**config.mk**
```make
export PLATFORM = sky130hd
export DESIGN_NAME = latex_uart_tx
export DESIGN_NICKNAME = d
export VERILOG_FILES = /design/src/rtl/latex_uart_pkg.sv /design/src/rtl/char_fifo.sv /design/src/rtl/latex_uart_tx.sv
export SDC_FILE = /design/constraint.sdc
export NUM_CORES = 1
export LEC_CHECK = 0
export ABC_AREA = 1
export ABC_CLOCK_PERIOD_IN_PS = 4500
export CAP_MARGIN = 10
export CORE_MARGIN = 3
export CORE_UTILIZATION = 40
export DETAILED_ROUTE_END_ITERATION = 7
export PLACE_DENSITY = 0.54
export SETUP_SLACK_MARGIN = 0.2
export SLEW_MARGIN = 40
export SYNTH_ARGS = -nofsm -noshare
export SYNTH_HDL_FRONTEND = slang
export SYNTH_SLANG_ARGS = --single-unit
```
**constraint.sdc**
```tcl
create_clock -name clk -period 4.5 [get_ports clk]
set_input_delay 0.9 -clock clk [delete_from_list [all_inputs] [get_ports clk]]
set_output_delay 0.9 -clock clk [all_outputs]
set_load 0.02 [all_outputs]
```
**src/rtl/latex_uart_pkg.sv**
```systemverilog
// Shared types and constants for the LaTeX transform UART output stage.
// Holds the transmit FSM states, the CR/LF pending tag and the FIFO entry layout.
package latex_uart_pkg;

  typedef enum logic [1:0] {
    ST_IDLE  = 2'd0,
    ST_START = 2'd1,
    ST_DATA  = 2'd2,
    ST_STOP  = 2'd3
  } tx_state_e;

  typedef enum logic [1:0] {
    PEND_NONE = 2'd0,
    PEND_CR   = 2'd1,
    PEND_LF   = 2'd2
  } pend_e;

  localparam logic [7:0] ASCII_CR   = 8'h0D;
  localparam logic [7:0] ASCII_LF   = 8'h0A;
  localparam int         FRAME_BITS = 10;

  // One queued character plus its end-of-transform marker.
  typedef struct packed {
    logic       last;
    logic [7:0] data;
  } fifo_entry_t;

  function automatic logic [7:0] pend_char(input pend_e p);
    return (p == PEND_CR) ? ASCII_CR : ASCII_LF;
  endfunction

endpackage

```
**src/rtl/char_fifo.sv**
```systemverilog
// Synchronous FIFO of 9-bit {last, data} entries between the transformer and the UART.
// Pointers wrap naturally because the depth is a power of two.
module char_fifo
  import latex_uart_pkg::*;
#(
  parameter int FIFO_DEPTH = 4
) (
  input  logic                          clk,
  input  logic                          rst_n,
  input  logic                          push_i,
  input  logic                          pop_i,
  input  fifo_entry_t                   din_i,
  output fifo_entry_t                   dout_o,
  output logic [$clog2(FIFO_DEPTH):0]   count_o
);

  localparam int PTR_W = $clog2(FIFO_DEPTH);
  localparam int CNT_W = PTR_W + 1;
  localparam logic [CNT_W-1:0] FULL_COUNT = CNT_W'(FIFO_DEPTH);

  fifo_entry_t      mem_q [FIFO_DEPTH];
  logic [PTR_W-1:0] wr_ptr_q;
  logic [PTR_W-1:0] rd_ptr_q;
  logic [CNT_W-1:0] count_q;
  logic             do_push;
  logic             do_pop;

  // Callers only push when not full and pop when non-empty; the guards keep
  // the pointers consistent even if that contract is broken.
  assign do_push = push_i && (count_q != FULL_COUNT);
  assign do_pop  = pop_i  && (count_q != '0);

  always_ff @(posedge clk) begin
    if (do_push) begin
      mem_q[wr_ptr_q] <= din_i;
    end
  end

  always_ff @(posedge clk or negedge rst_n) begin
    if (!rst_n) begin
      wr_ptr_q <= '0;
      rd_ptr_q <= '0;
      count_q  <= '0;
    end else begin
      if (do_push) begin
        wr_ptr_q <= wr_ptr_q + 1'b1;
      end
      if (do_pop) begin
        rd_ptr_q <= rd_ptr_q + 1'b1;
      end
      case ({do_push, do_pop})
        2'b10:   count_q <= count_q + 1'b1;
        2'b01:   count_q <= count_q - 1'b1;
        default: count_q <= count_q;
      endcase
    end
  end

  assign dout_o  = mem_q[rd_ptr_q];
  assign count_o = count_q;

endmodule

```
**src/rtl/latex_uart_tx.sv**
```systemverilog
// 8N1 UART transmitter for the Laplace-transform LaTeX generator output.
// Buffers characters in a FIFO and appends CR LF after each end-of-transform character.
module latex_uart_tx
  import latex_uart_pkg::*;
#(
  parameter int CLKS_PER_BIT = 8,
  parameter int FIFO_DEPTH   = 4
) (
  input  logic                        clk,
  input  logic                        rst_n,
  input  logic [7:0]                  in_data,
  input  logic                        in_last,
  input  logic                        in_valid,
  output logic                        in_ready,
  output logic                        tx,
  output logic                        busy,
  output logic [$clog2(FIFO_DEPTH):0] fifo_count
);

  localparam int BAUD_W = $clog2(CLKS_PER_BIT);
  localparam int CNT_W  = $clog2(FIFO_DEPTH) + 1;
  localparam logic [BAUD_W-1:0] BAUD_LAST  = BAUD_W'(CLKS_PER_BIT - 1);
  localparam logic [CNT_W-1:0]  FULL_COUNT = CNT_W'(FIFO_DEPTH);

  tx_state_e         state_q;
  pend_e             pend_q;
  logic [7:0]        shift_q;
  logic [2:0]        bit_idx_q;
  logic [BAUD_W-1:0] baud_q;
  logic              tx_q;

  fifo_entry_t       fifo_din;
  fifo_entry_t       fifo_dout;
  logic [CNT_W-1:0]  fifo_cnt;
  logic              fifo_push;
  logic              fifo_pop;

  logic              baud_done;
  logic              decide_now;
  logic              load_ok;
  logic              load_from_fifo;
  logic [7:0]        load_byte;
  pend_e             load_pend;

  // Handshake: a character is accepted on any rising edge where in_valid and
  // in_ready are both high. in_ready depends only on the registered count, so a
  // pop in the same cycle never frees a slot for a push.
  assign in_ready  = (fifo_cnt != FULL_COUNT);
  assign fifo_push = in_valid && in_ready;
  assign fifo_din  = '{last: in_last, data: in_data};

  char_fifo #(
    .FIFO_DEPTH (FIFO_DEPTH)
  ) u_fifo (
    .clk     (clk),
    .rst_n   (rst_n),
    .push_i  (fifo_push),
    .pop_i   (fifo_pop),
    .din_i   (fifo_din),
    .dout_o  (fifo_dout),
    .count_o (fifo_cnt)
  );

  assign baud_done  = (baud_q == BAUD_LAST);
  assign decide_now = (state_q == ST_IDLE) || ((state_q == ST_STOP) && baud_done);

  // Next-character selection: a pending CR/LF always wins over the FIFO so the
  // line terminator follows its end-of-transform character immediately.
  always_comb begin
    load_ok        = 1'b0;
    load_from_fifo = 1'b0;
    load_byte      = 8'h00;
    load_pend      = pend_q;
    if (pend_q != PEND_NONE) begin
      load_ok   = 1'b1;
      load_byte = pend_char(pend_q);
      load_pend = (pend_q == PEND_CR) ? PEND_LF : PEND_NONE;
    end else if (fifo_cnt != '0) begin
      load_ok        = 1'b1;
      load_from_fifo = 1'b1;
      load_byte      = fifo_dout.data;
      load_pend      = fifo_dout.last ? PEND_CR : PEND_NONE;
    end
  end

  assign fifo_pop = decide_now && load_from_fifo;

  always_ff @(posedge clk or negedge rst_n) begin
    if (!rst_n) begin
      state_q   <= ST_IDLE;
      pend_q    <= PEND_NONE;
      shift_q   <= 8'h00;
      bit_idx_q <= 3'd0;
      baud_q    <= '0;
      tx_q      <= 1'b1;
    end else begin
      case (state_q)
        ST_IDLE: begin
          tx_q <= 1'b1;
          if (load_ok) begin
            state_q <= ST_START;
            shift_q <= load_byte;
            pend_q  <= load_pend;
            baud_q  <= '0;
            tx_q    <= 1'b0;
          end
        end

        ST_START: begin
          if (baud_done) begin
            baud_q    <= '0;
            bit_idx_q <= 3'd0;
            state_q   <= ST_DATA;
            tx_q      <= shift_q[0];
          end else begin
            baud_q <= baud_q + 1'b1;
          end
        end

        ST_DATA: begin
          if (baud_done) begin
            baud_q    <= '0;
            bit_idx_q <= bit_idx_q + 3'd1;
            shift_q   <= {1'b0, shift_q[7:1]};
            if (bit_idx_q == 3'd7) begin
              state_q <= ST_STOP;
              tx_q    <= 1'b1;
            end else begin
              tx_q <= shift_q[1];
            end
          end else begin
            baud_q <= baud_q + 1'b1;
          end
        end

        ST_STOP: begin
          if (baud_done) begin
            baud_q <= '0;
            // Chain straight into the next start bit when anything is waiting.
            if (load_ok) begin
              state_q <= ST_START;
              shift_q <= load_byte;
              pend_q  <= load_pend;
              tx_q    <= 1'b0;
            end else begin
              state_q <= ST_IDLE;
              tx_q    <= 1'b1;
            end
          end else begin
            baud_q <= baud_q + 1'b1;
          end
        end

        default: begin
          state_q <= ST_IDLE;
          tx_q    <= 1'b1;
        end
      endcase
    end
  end

  assign tx         = tx_q;
  assign busy       = (state_q != ST_IDLE) || (fifo_cnt != '0);
  assign fifo_count = fifo_cnt;

endmodule

```
# Word level (Yosys, flattened, before mapping)
# Memory sizes are Yosys's and may differ from the RTL's.
# Cells that the tools add are included.
# classes
n_addsub	6
eq_ne	14
muxes	39
reduce_logical	21
# op_table
op	count
$mux 8	5
$pmux 8 s3	1
$mux 2	10
$pmux 3 s2	3
$mux 3	5
$mux 1	12
$ne 2x2->1 const B	5
$reduce_bool 2->1	5
$add 3x1->3 const B	3
$reduce_and 3->1	3
$pmux 2 s4	1
$eq 2x1->1 const B	3
$eq 2x2->1 const B	3
$eq 3x3->1 const B	2
$reduce_bool 3->1	2
$logic_and 1x1->1	5
$reduce_and 5->1	1
$add 2x1->2 const B	2
$pmux 1 s4	1
$pmux 2 s2	1
$ne 3x3->1 const B	1
$reduce_or 3->1	1
$sub 3x1->3 const B	1
$logic_not 2->1	1
2 further kinds	3
# word_totals
regBits	26
ramBits	36
input_bits	12
out_inout_bits	6
word_cells	90
memories	1
# memory_table
memory	depth	width	read_ports	rd_clocked_by_memory_dff	wr	line	source
u_fifo.mem_q	4	9	1	0	1	char_fifo.sv:21	fifo_entry_t mem_q [FIFO_DEPTH];

# Logic depth before layout (Yosys ltp)
# Gate-level depths: netlist (run 1).
# depth
ltp_word	7
depth_mapped	12
mapped_depth_nobuf	10

# Modules after synthesis
# From an unflattened synthesis (run 1), not the netlist that was laid out.
# unflattened
cells_unflattened	322
hier_area_um2	3143.0
# modules_own_cells
module	n_inst	cells_each	area_per_inst_um2	seq_area_each_um2
char_fifo	1	163	1878.1	1256.2
latex_uart_tx	1	159	1265.0	476.7

# Worst setup path after synthesis (run 1)
# Ideal clock, no wire load.
# synth_path
path_type	reg-to-reg
start	register u_fifo.count_q[0] (netlist: u_fifo.count_o[0])
end	register u_fifo.count_q[2] (netlist: u_fifo.count_o[2])
setup_time_ps	131
t_arrival_ps	2013
t_required_ps	4369
slack_ps	2357
stages_incl_launch_ff	10
n_path_buf	0
synth_period_minus_slack_ps	2143
cell_sequence	dfrtp_1 nor2_1 nand2_1 nand2_2 ha_1 inv_1 fa_1 a21oi_1 o21ai_0 xor2_1
# synth_via
word_cells_on_any_way	14
classes_between	2 x add/sub; 3 x eq/ne; 3 x mux; 6 x reduce/logical
# synth_rtl
item	line	source
start: declaration	char_fifo.sv:24	logic [CNT_W-1:0] count_q;
start signal: assignment	char_fifo.sv:52	2'b10: count_q <= count_q + 1'b1;
start signal: assignment	char_fifo.sv:53	2'b01: count_q <= count_q - 1'b1;
start signal: assignment	char_fifo.sv:54	default: count_q <= count_q;
$ne 3x3->1 (*)	latex_uart_tx.sv:48	assign in_ready = (fifo_cnt != FULL_COUNT);
named net in_ready	latex_uart_tx.sv:14	output logic in_ready,
$logic_and 1x1->1	latex_uart_tx.sv:49	assign fifo_push = in_valid && in_ready;
$logic_and 1x1->1 (*)	char_fifo.sv:30	assign do_push = push_i && (count_q != FULL_COUNT);
$eq 2x1->1 or $eq 2x2->1 (tied branches)	char_fifo.sv:51	case ({do_push, do_pop})
$pmux 3 s2 or $reduce_bool 2->1 (tied branches)	-	
# The timed path passes the listed nets; every way through them passes the cells marked *.
# A chain may end at the register's enable or synchronous reset.

# Worst setup path after layout (run 1)
# layout_path
start	register state_q[0]
end	output port busy
# layout_via
elab_chain_cells	2
# layout_lines
item	line	source
start: declaration	latex_uart_tx.sv:25	tx_state_e state_q;
start signal: assignment	latex_uart_tx.sv:90	state_q <= ST_IDLE;
start signal: assignment	latex_uart_tx.sv:101	state_q <= ST_START;
start signal: assignment	latex_uart_tx.sv:113	state_q <= ST_DATA;
$reduce_bool 2->1	latex_uart_tx.sv:163	assign busy = (state_q != ST_IDLE) || (fifo_cnt != '0);
$logic_or 1x1->1	latex_uart_tx.sv:163	
end: declaration	latex_uart_tx.sv:16	output logic busy,
# Every way passes these cells.

==> metrics.json, run 1 <==
{
  "outcome": {
    "outcome": "completed"
  },
  "logic_synthesis": {
    "yosysSeqAreaShare_pct": 57.0,
    "ys_dominant_reg_cell": "sky130_fd_sc_hd__edfxtp_1",
    "syn-num-nets": 350,
    "synthesis.instances": 323,
    "synth_seq_cells": 62,
    "asyncSetResetFlopFracSynth_pct": 41.9,
    "synthesis.area_per_instance_um2": 9.41,
    "post_synth_instance_area_um2": 3040,
    "synth_enable_flop_cells": 36,
    "synth_cell_types": 26,
    "yosysWarnings": 0
  },
  "power_and_ir_drop": {
    "p_int_uw": 996,
    "power_total_mw": 1.44,
    "ir_worst_vdd_mv": 0.310,
    "netSwitchingFraction_pct": 30.7,
    "clockPowerShare_pct": 29.6,
    "share_seq_of_total_power_pct": 51.1,
    "net-switching-power_uw": 441,
    "combinationalPowerShare_pct": 19.3,
    "power_leakage_nw": 1.51,
    "power.density_nw_per_um2": 414
  },
  "route": {
    "detail-route-antenna-nets": 0,
    "wl_per_cell_um": 12.6,
    "detail_route.wirelength_um": 5660,
    "drt-vias-per-instance": 4.61,
    "drt-initial-drc-count": 56,
    "firstDrtPassIters": 4,
    "dr_total_vias": 2068,
    "detail_route.drc_violations": 0
  },
  "setup_path": {
    "timing.reg2reg.setup_slack_ns": 2.21,
    "worst_path_max_delay_cell": "sky130_fd_sc_hd__clkdlybuf4s50_1",
    "rr_worst_depth": 10,
    "worstReg2RegEnd": "u_fifo.count_o[2]$_DFFE_PN0P_",
    "worst_setup_path_start_kind": "register",
    "worst-setup-path-type": "register to output port",
    "timing.rr.start": "baud_q[0]$_DFFE_PN0P_",
    "crit_path_cell_trace": "inv_1, ha_1, nand2_1, clkdlybuf4s50_1",
    "worst-endpoint-required_ns": 3.60,
    "critical-path-max-stage-delay_ns": 0.60,
    "critPathCaptureType": "output port",
    "setup.worst_path.start": "state_q[0]$_DFFE_PN0P_",
    "critPathMaxFanout": 5,
    "worstPathArrival_ns": 1.79
  },
  "clock_network": {
    "cts_resized": 0,
    "sink_count": 62,
    "postCtsHoldBufs": 0,
    "post_cts_buffers": 0,
    "clock_latency_on_the_worst_skew_pair_ns": 0.34,
    "htree_levels": 3,
    "numCtsBuffers": 9,
    "cts_tree": "built",
    "cts_max_path_buffers": 2,
    "worst_setup_hold_path_clk_slew_ns": 0.08,
    "cts.root.buffer_cell": "sky130_fd_sc_hd__clkbuf_8"
  },
  "finish": {
    "most_frequent_standard_cell_in_the_layout_excluding_fill_and_tap_cells": "sky130_fd_sc_hd__nand2_1",
    "layout.nets": 372,
    "areaGrowthSynthToFinish_pct": 14.2,
    "n_antenna_cell": 0,
    "drive_above_1_share_pct": 11.1,
    "most-common-layout-cells": "91 x sky130_fd_sc_hd__nand2_1, 40 x sky130_fd_sc_hd__inv_1, 36 x sky130_fd_sc_hd__edfxtp_1",
    "nFillCells": 688,
    "layoutNonFillerInstCount": 449
  },
  "die": {
    "die-area_um2": 8680,
    "die-width_um": 93.2,
    "start_util_pct": 41.5,
    "rows": 31,
    "dieHeight_um": 93.2,
    "placeableCoreArea_um2": 7330,
    "design.portCount": 18
  },
  "placed_design": {
    "gp_weighted_congestion": 0.776,
    "dp_hpwl_um": 3890,
    "dpl.cell_count": 433,
    "port-buffer-count": 17
  },
  "grt": {
    "maximum_number_of_pins_on_one_net_before_global_route_repair": 27,
    "gr-total-overflow": 0,
    "grt_first_pass_wirelength_um": 9710,
    "track_usage_pct": 14.8,
    "first_global_vias": 2081,
    "antenna_found_initial": 0
  },
  "sta": {
    "max-slew-margin-rel_pct": 48.0,
    "grt_setup_unrepaired": "no",
    "worst_clock_skew_ns": 0.0113,
    "maxSlewViolCount": 0,
    "worst_pin_slew_ns": 0.780,
    "final.setup.tns_ns": 0,
    "final-hold-violation-count": 0,
    "hold_ws_ns": 0.479,
    "layout_min_cycle_time_ns": 2.69,
    "timing.final.setup_violations": 0,
    "max_freq_mhz": 372,
    "tcrit_tclk_final_pct": 59.7
  },
  "worst_hold_path": {
    "hold-path-endpoint": "bit_idx_q[0]$_DFFE_PN0P_",
    "hold_path_startpoint": "bit_idx_q[0]$_DFFE_PN0P_",
    "min_delay_path_depth": 1,
    "hold_path_class": "register to register"
  },
  "run": {
    "number_of_maximum_capacitance_violations": 0
  }
}
==> worst max-delay path, delay by kind of cell (launching register included) <==
family	cells	cell delay [ns]
flops	1	0.42
buf+inv	2	0.71
simple gates	1	0.08
fa+ha+maj	1	0.24
==> sequential cells by signal (all words and copies together), names as in the netlist <==
name / flops
u_fifo.wr_ptr_q: 2
u_fifo.mem_q: 36
tx: 1
shift_q: 8
u_fifo.count_o: 3
u_fifo.rd_ptr_q: 2
baud_q: 3
pend_q: 2
state_q: 2
bit_idx_q: 3
==> power groups by stage <==
stage	logic (mW)	registers [mW]	clock network, mW
2_1_floorplan	0.157	0.756	0
3_3_place_gp	0.269	0.747	0
3_5_place_dp	0.276	0.746	0
4_1_cts	0.278	0.735	0.437
5_1_grt	0.316	0.744	0.463
6_report	0.277	0.734	0.425
==> layout make-up <==
cell class | instances | area (µm²) | area share [%]
clock buffers | 9 | 124 | 3.57
inverters | 44 | 173 | 4.97
clock inverters | 7 | 48.8 | 1.41
flip-flops and latches | 62 | 1730 | 49.9
well taps | 99 | 124 | 3.57
repair buffers | 18 | 178 | 5.12
multi-input cells | 210 | 1090 | 31.4
==> how the worst max path moves through the flow <==
stage                                         end
global route                                 busy
finish                                       busy
global placement    u_fifo.count_o[2]$_DFFE_PN0P_
detailed placement  u_fifo.count_o[2]$_DFFE_PN0P_
floorplan           u_fifo.count_o[2]$_DFFE_PN0P_
CTS                                          busy
==> cells by family after synthesis <==
group	share of synthesized area, %
AO/OA/AOI/OAI	4.98
buffers and inverters	7.41
XOR/XNOR	1.15
adder cells (fa/ha/maj)	6.42
flip-flops	57.0
AND/OR/NAND/NOR	23.0
==> routing by layer <==
metal | vias to the layer above | part of all wire [%] | GRT usage, %
met4 | 0 | 2.4 | 8.30
met1 | 955 | 50 | 19.5
met5 | - | 0 | 0
met3 | 12 | 2.6 | 3.14
li1 | 1077 | - | -
met2 | 24 | 45 | 22.6
==> metrics by stage <==
step                      setup WS (ns)  util (%)  area [µm²]
final                              1.81      47.3        3470
after global placement             1.91      44.9        3290
after global routing               1.74      47.3        3470
after floorplan                    2.36         -        3040
after CTS                          1.79      47.2        3460
after detailed placement           1.90      44.9        3290
==> cells in the mapped netlist, types with 4 or more instances <==
| cell type | count | area [µm²] |
|---|---|---|
| sky130_fd_sc_hd__a21oi_1 | 12 | 60.1 |
| sky130_fd_sc_hd__inv_1 | 40 | 150 |
| sky130_fd_sc_hd__edfxtp_1 | 36 | 1080 |
| sky130_fd_sc_hd__o21ai_0 | 14 | 70.1 |
| sky130_fd_sc_hd__dfrtp_1 | 25 | 626 |
| sky130_fd_sc_hd__nand2_1 | 91 | 342 |
| sky130_fd_sc_hd__nor2_1 | 29 | 109 |
| sky130_fd_sc_hd__nand2_2 | 4 | 25.0 |
| sky130_fd_sc_hd__nand3_1 | 30 | 150 |
| sky130_fd_sc_hd__ha_1 | 14 | 175 |
No activity file was read; power rests on OpenSTA's default activity.
==> run 2, diff against run 1 <==
- ABC_CLOCK_PERIOD_IN_PS: 4500 -> 2620
- clock period: 4.5 -> 2.62 ns (I/O delays scaled with it)
==> run 2 against run 1 <==
Against the previous run: die area unchanged; core utilization grew 0.96 points; clock-buffer cell count unchanged; sequential share of layout area down 0.99 points; sequential cell count unchanged; clock skew decreased by 0.0035 ns; register-to-register slack worse by 1.8 ns; critical path depth unchanged; setup slack worse by 1.5 ns; largest cell class unchanged; largest power group unchanged.
==> metrics.json, run 2 (same netlist as run 1, synthesis figures left out) <==
{
  "outcome": {
    "outcome": "completed"
  },
  "route": {
    "dr_total_vias": 2080,
    "firstDrtPassIters": 4,
    "wl_per_cell_um": 12.7,
    "detail-route-antenna-nets": 0,
    "detail_route.drc_violations": 0,
    "drt-vias-per-instance": 4.58,
    "drt-initial-drc-count": 76,
    "detail_route.wirelength_um": 5760
  },
  "sta": {
    "grt_setup_unrepaired": "no",
    "worst_pin_slew_ns": 0.551,
    "final-hold-violation-count": 0,
    "max-slew-margin-rel_pct": 63.3,
    "max_freq_mhz": 437,
    "maxSlewViolCount": 0,
    "timing.final.setup_violations": 0,
    "worst_clock_skew_ns": 0.00782,
    "tcrit_tclk_final_pct": 87.3,
    "final.setup.tns_ns": 0,
    "layout_min_cycle_time_ns": 2.29
  },
  "clock_network": {
    "worst_setup_hold_path_clk_slew_ns": 0.07,
    "clock_latency_on_the_worst_skew_pair_ns": 0.33,
    "sink_count": 62,
    "cts_max_path_buffers": 2,
    "cts_tree": "built",
    "cts.root.buffer_cell": "sky130_fd_sc_hd__clkbuf_8",
    "htree_levels": 3,
    "numCtsBuffers": 9
  },
  "power_and_ir_drop": {
    "power_leakage_nw": 1.55,
    "power.density_nw_per_um2": 748,
    "share_seq_of_total_power_pct": 47.6,
    "power_total_mw": 2.65,
    "clockPowerShare_pct": 33.8,
    "net-switching-power_uw": 737,
    "netSwitchingFraction_pct": 27.8,
    "combinationalPowerShare_pct": 18.5,
    "p_int_mw": 1.91,
    "ir_worst_vdd_mv": 0.695
  },
  "die": {
    "placeableCoreArea_um2": 7330,
    "die-area_um2": 8680,
    "rows": 31,
    "die-width_um": 93.2,
    "dieHeight_um": 93.2,
    "start_util_pct": 41.5,
    "design.portCount": 18
  },
  "worst_hold_path": {
    "hold_path_class": "register to register"
  },
  "run": {
    "number_of_maximum_capacitance_violations": 0
  },
  "finish": {
    "multi_input_comb_area_um2": 1080,
    "drive_above_1_share_pct": 11.0,
    "nFillCells": 694,
    "finalCoreUtilization_pct": 48.3,
    "most-common-layout-cells": "91 x sky130_fd_sc_hd__nand2_1, 40 x sky130_fd_sc_hd__inv_1, 36 x sky130_fd_sc_hd__edfxtp_1",
    "layout.nets": 377,
    "largest_register": "u_fifo.mem_q",
    "n_antenna_cell": 0,
    "leading_registers_by_flop_count": "u_fifo.mem_q: 36 flops, shift_q: 8 flops",
    "areaGrowthSynthToFinish_pct": 16.5,
    "layoutNonFillerInstCount": 454,
    "most_frequent_standard_cell_in_the_layout_excluding_fill_and_tap_cells": "sky130_fd_sc_hd__nand2_1",
    "flip_flop_count_of_the_largest_register_all_copies_and_words_added": 36,
    "seq_area_um2": 1730,
    "final_area_um2": 3540
  },
  "setup_path": {
    "worst_path_dominant_cell_family": "buffers and inverters",
    "crit_path_cell_trace": "inv_1, ha_1, nand2_1, clkdlybuf4s50_1",
    "worst-setup-path-type": "register to output port",
    "critPathCaptureType": "output port",
    "worst_setup_path_start_kind": "register",
    "worst-endpoint-required_ns": 2.10,
    "worstPathArrival_ns": 1.76,
    "critPathBufInv": 2,
    "worst_path_max_delay_cell": "sky130_fd_sc_hd__clkdlybuf4s50_1",
    "critPathMaxFanout": 5,
    "critical-path-max-stage-delay_ns": 0.60
  },
  "grt": {
    "gr-total-overflow": 0,
    "maximum_number_of_pins_on_one_net_before_global_route_repair": 27,
    "track_usage_pct": 14.7,
    "first_global_vias": 2094,
    "antenna_found_initial": 0,
    "grt_first_pass_wirelength_um": 9760
  },
  "placed_design": {
    "gp_weighted_congestion": 0.769,
    "dp_hpwl_um": 3930,
    "dpl.cell_count": 438,
    "placement.cell_area_um2": 3330,
    "port-buffer-count": 17
  }
}
==> run 2: worst paths after layout <==
check / cells past startpoint / to / start / slack, ns
hold reg to reg: 2 / shift_q[3]$_DFFE_PN0P_ / shift_q[3]$_DFFE_PN0P_ / 0.48
hold / removal: 2 / shift_q[3]$_DFFE_PN0P_ / shift_q[3]$_DFFE_PN0P_ / 0.48
setup / recovery: 4 / busy / state_q[0]$_DFFE_PN0P_ / 0.33
min in group asynchronous: 2 / bit_idx_q[1]$_DFFE_PN0P_ / rst_n / 0.57
setup reg to reg: 10 / u_fifo.count_o[2]$_DFFE_PN0P_ / baud_q[0]$_DFFE_PN0P_ / 0.44
max in group asynchronous: 2 / tx$_DFFE_PN1P_ / rst_n / 1.75
==> run 2: layout make-up <==
class | instances | share of cell area (%)
sequential | 62 | 48.9
multi-input combinational | 210 | 30.6
timing repair buffer | 23 | 6.08
inverter | 44 | 4.88
clock buffer | 9 | 3.50
tap | 99 | 3.50
clock inverter | 7 | 2.51
==> run 2: layer usage <==
layer / track usage, % / routed length (µm) / vias up
li1: - / - / 1087
met1: 19.7 / 2870 / 959
met2: 23.8 / 2640 / 26
met3: 2.65 / 180 / 8
met4: 5.86 / 68 / 0
met5: 0 / 0 / -
==> run 2: worst register-to-register path: cells and delay by family (launching register included) <==
family / cells / cell delay (ns)
buffers and inverters: 1 / 0.06
AOI/OAI and AO/OA: 3 / 0.37
and+or+nand+nor: 1 / 0.17
xor gates and xnor gates: 1 / 0.15
adders and majority gates: 4 / 0.93
DFF: 1 / 0.37
==> run 2: power by group through the flow <==
stage	registers, mW	logic (mW)	clock network [mW]
floorplan	1.30	0.270	0
global placement	1.28	0.498	0
detailed placement	1.28	0.501	0
CTS	1.26	0.504	0.914
global route	1.27	0.562	0.969
finish	1.26	0.490	0.896
==> run 2: through the flow <==
| stage | setup slack, ns | hold slack, ns |
|---|---|---|
| finish | 0.332 | 0.481 |
| global route | 0.219 | 0.511 |
| CTS | 0.309 | 0.484 |
| detailed placement | 0.374 | 0.467 |
| global placement | 0.401 | 0.462 |
| floorplan | 0.477 | 0.228 |
==> run 2: what timing repair did <==
action                                 CTS  global route
hold buffers                             0             0
endpoints found under the hold margin    0             0
resized for setup                        0             1
setup buffers                            0             0
setup endpoints to repair                0             1
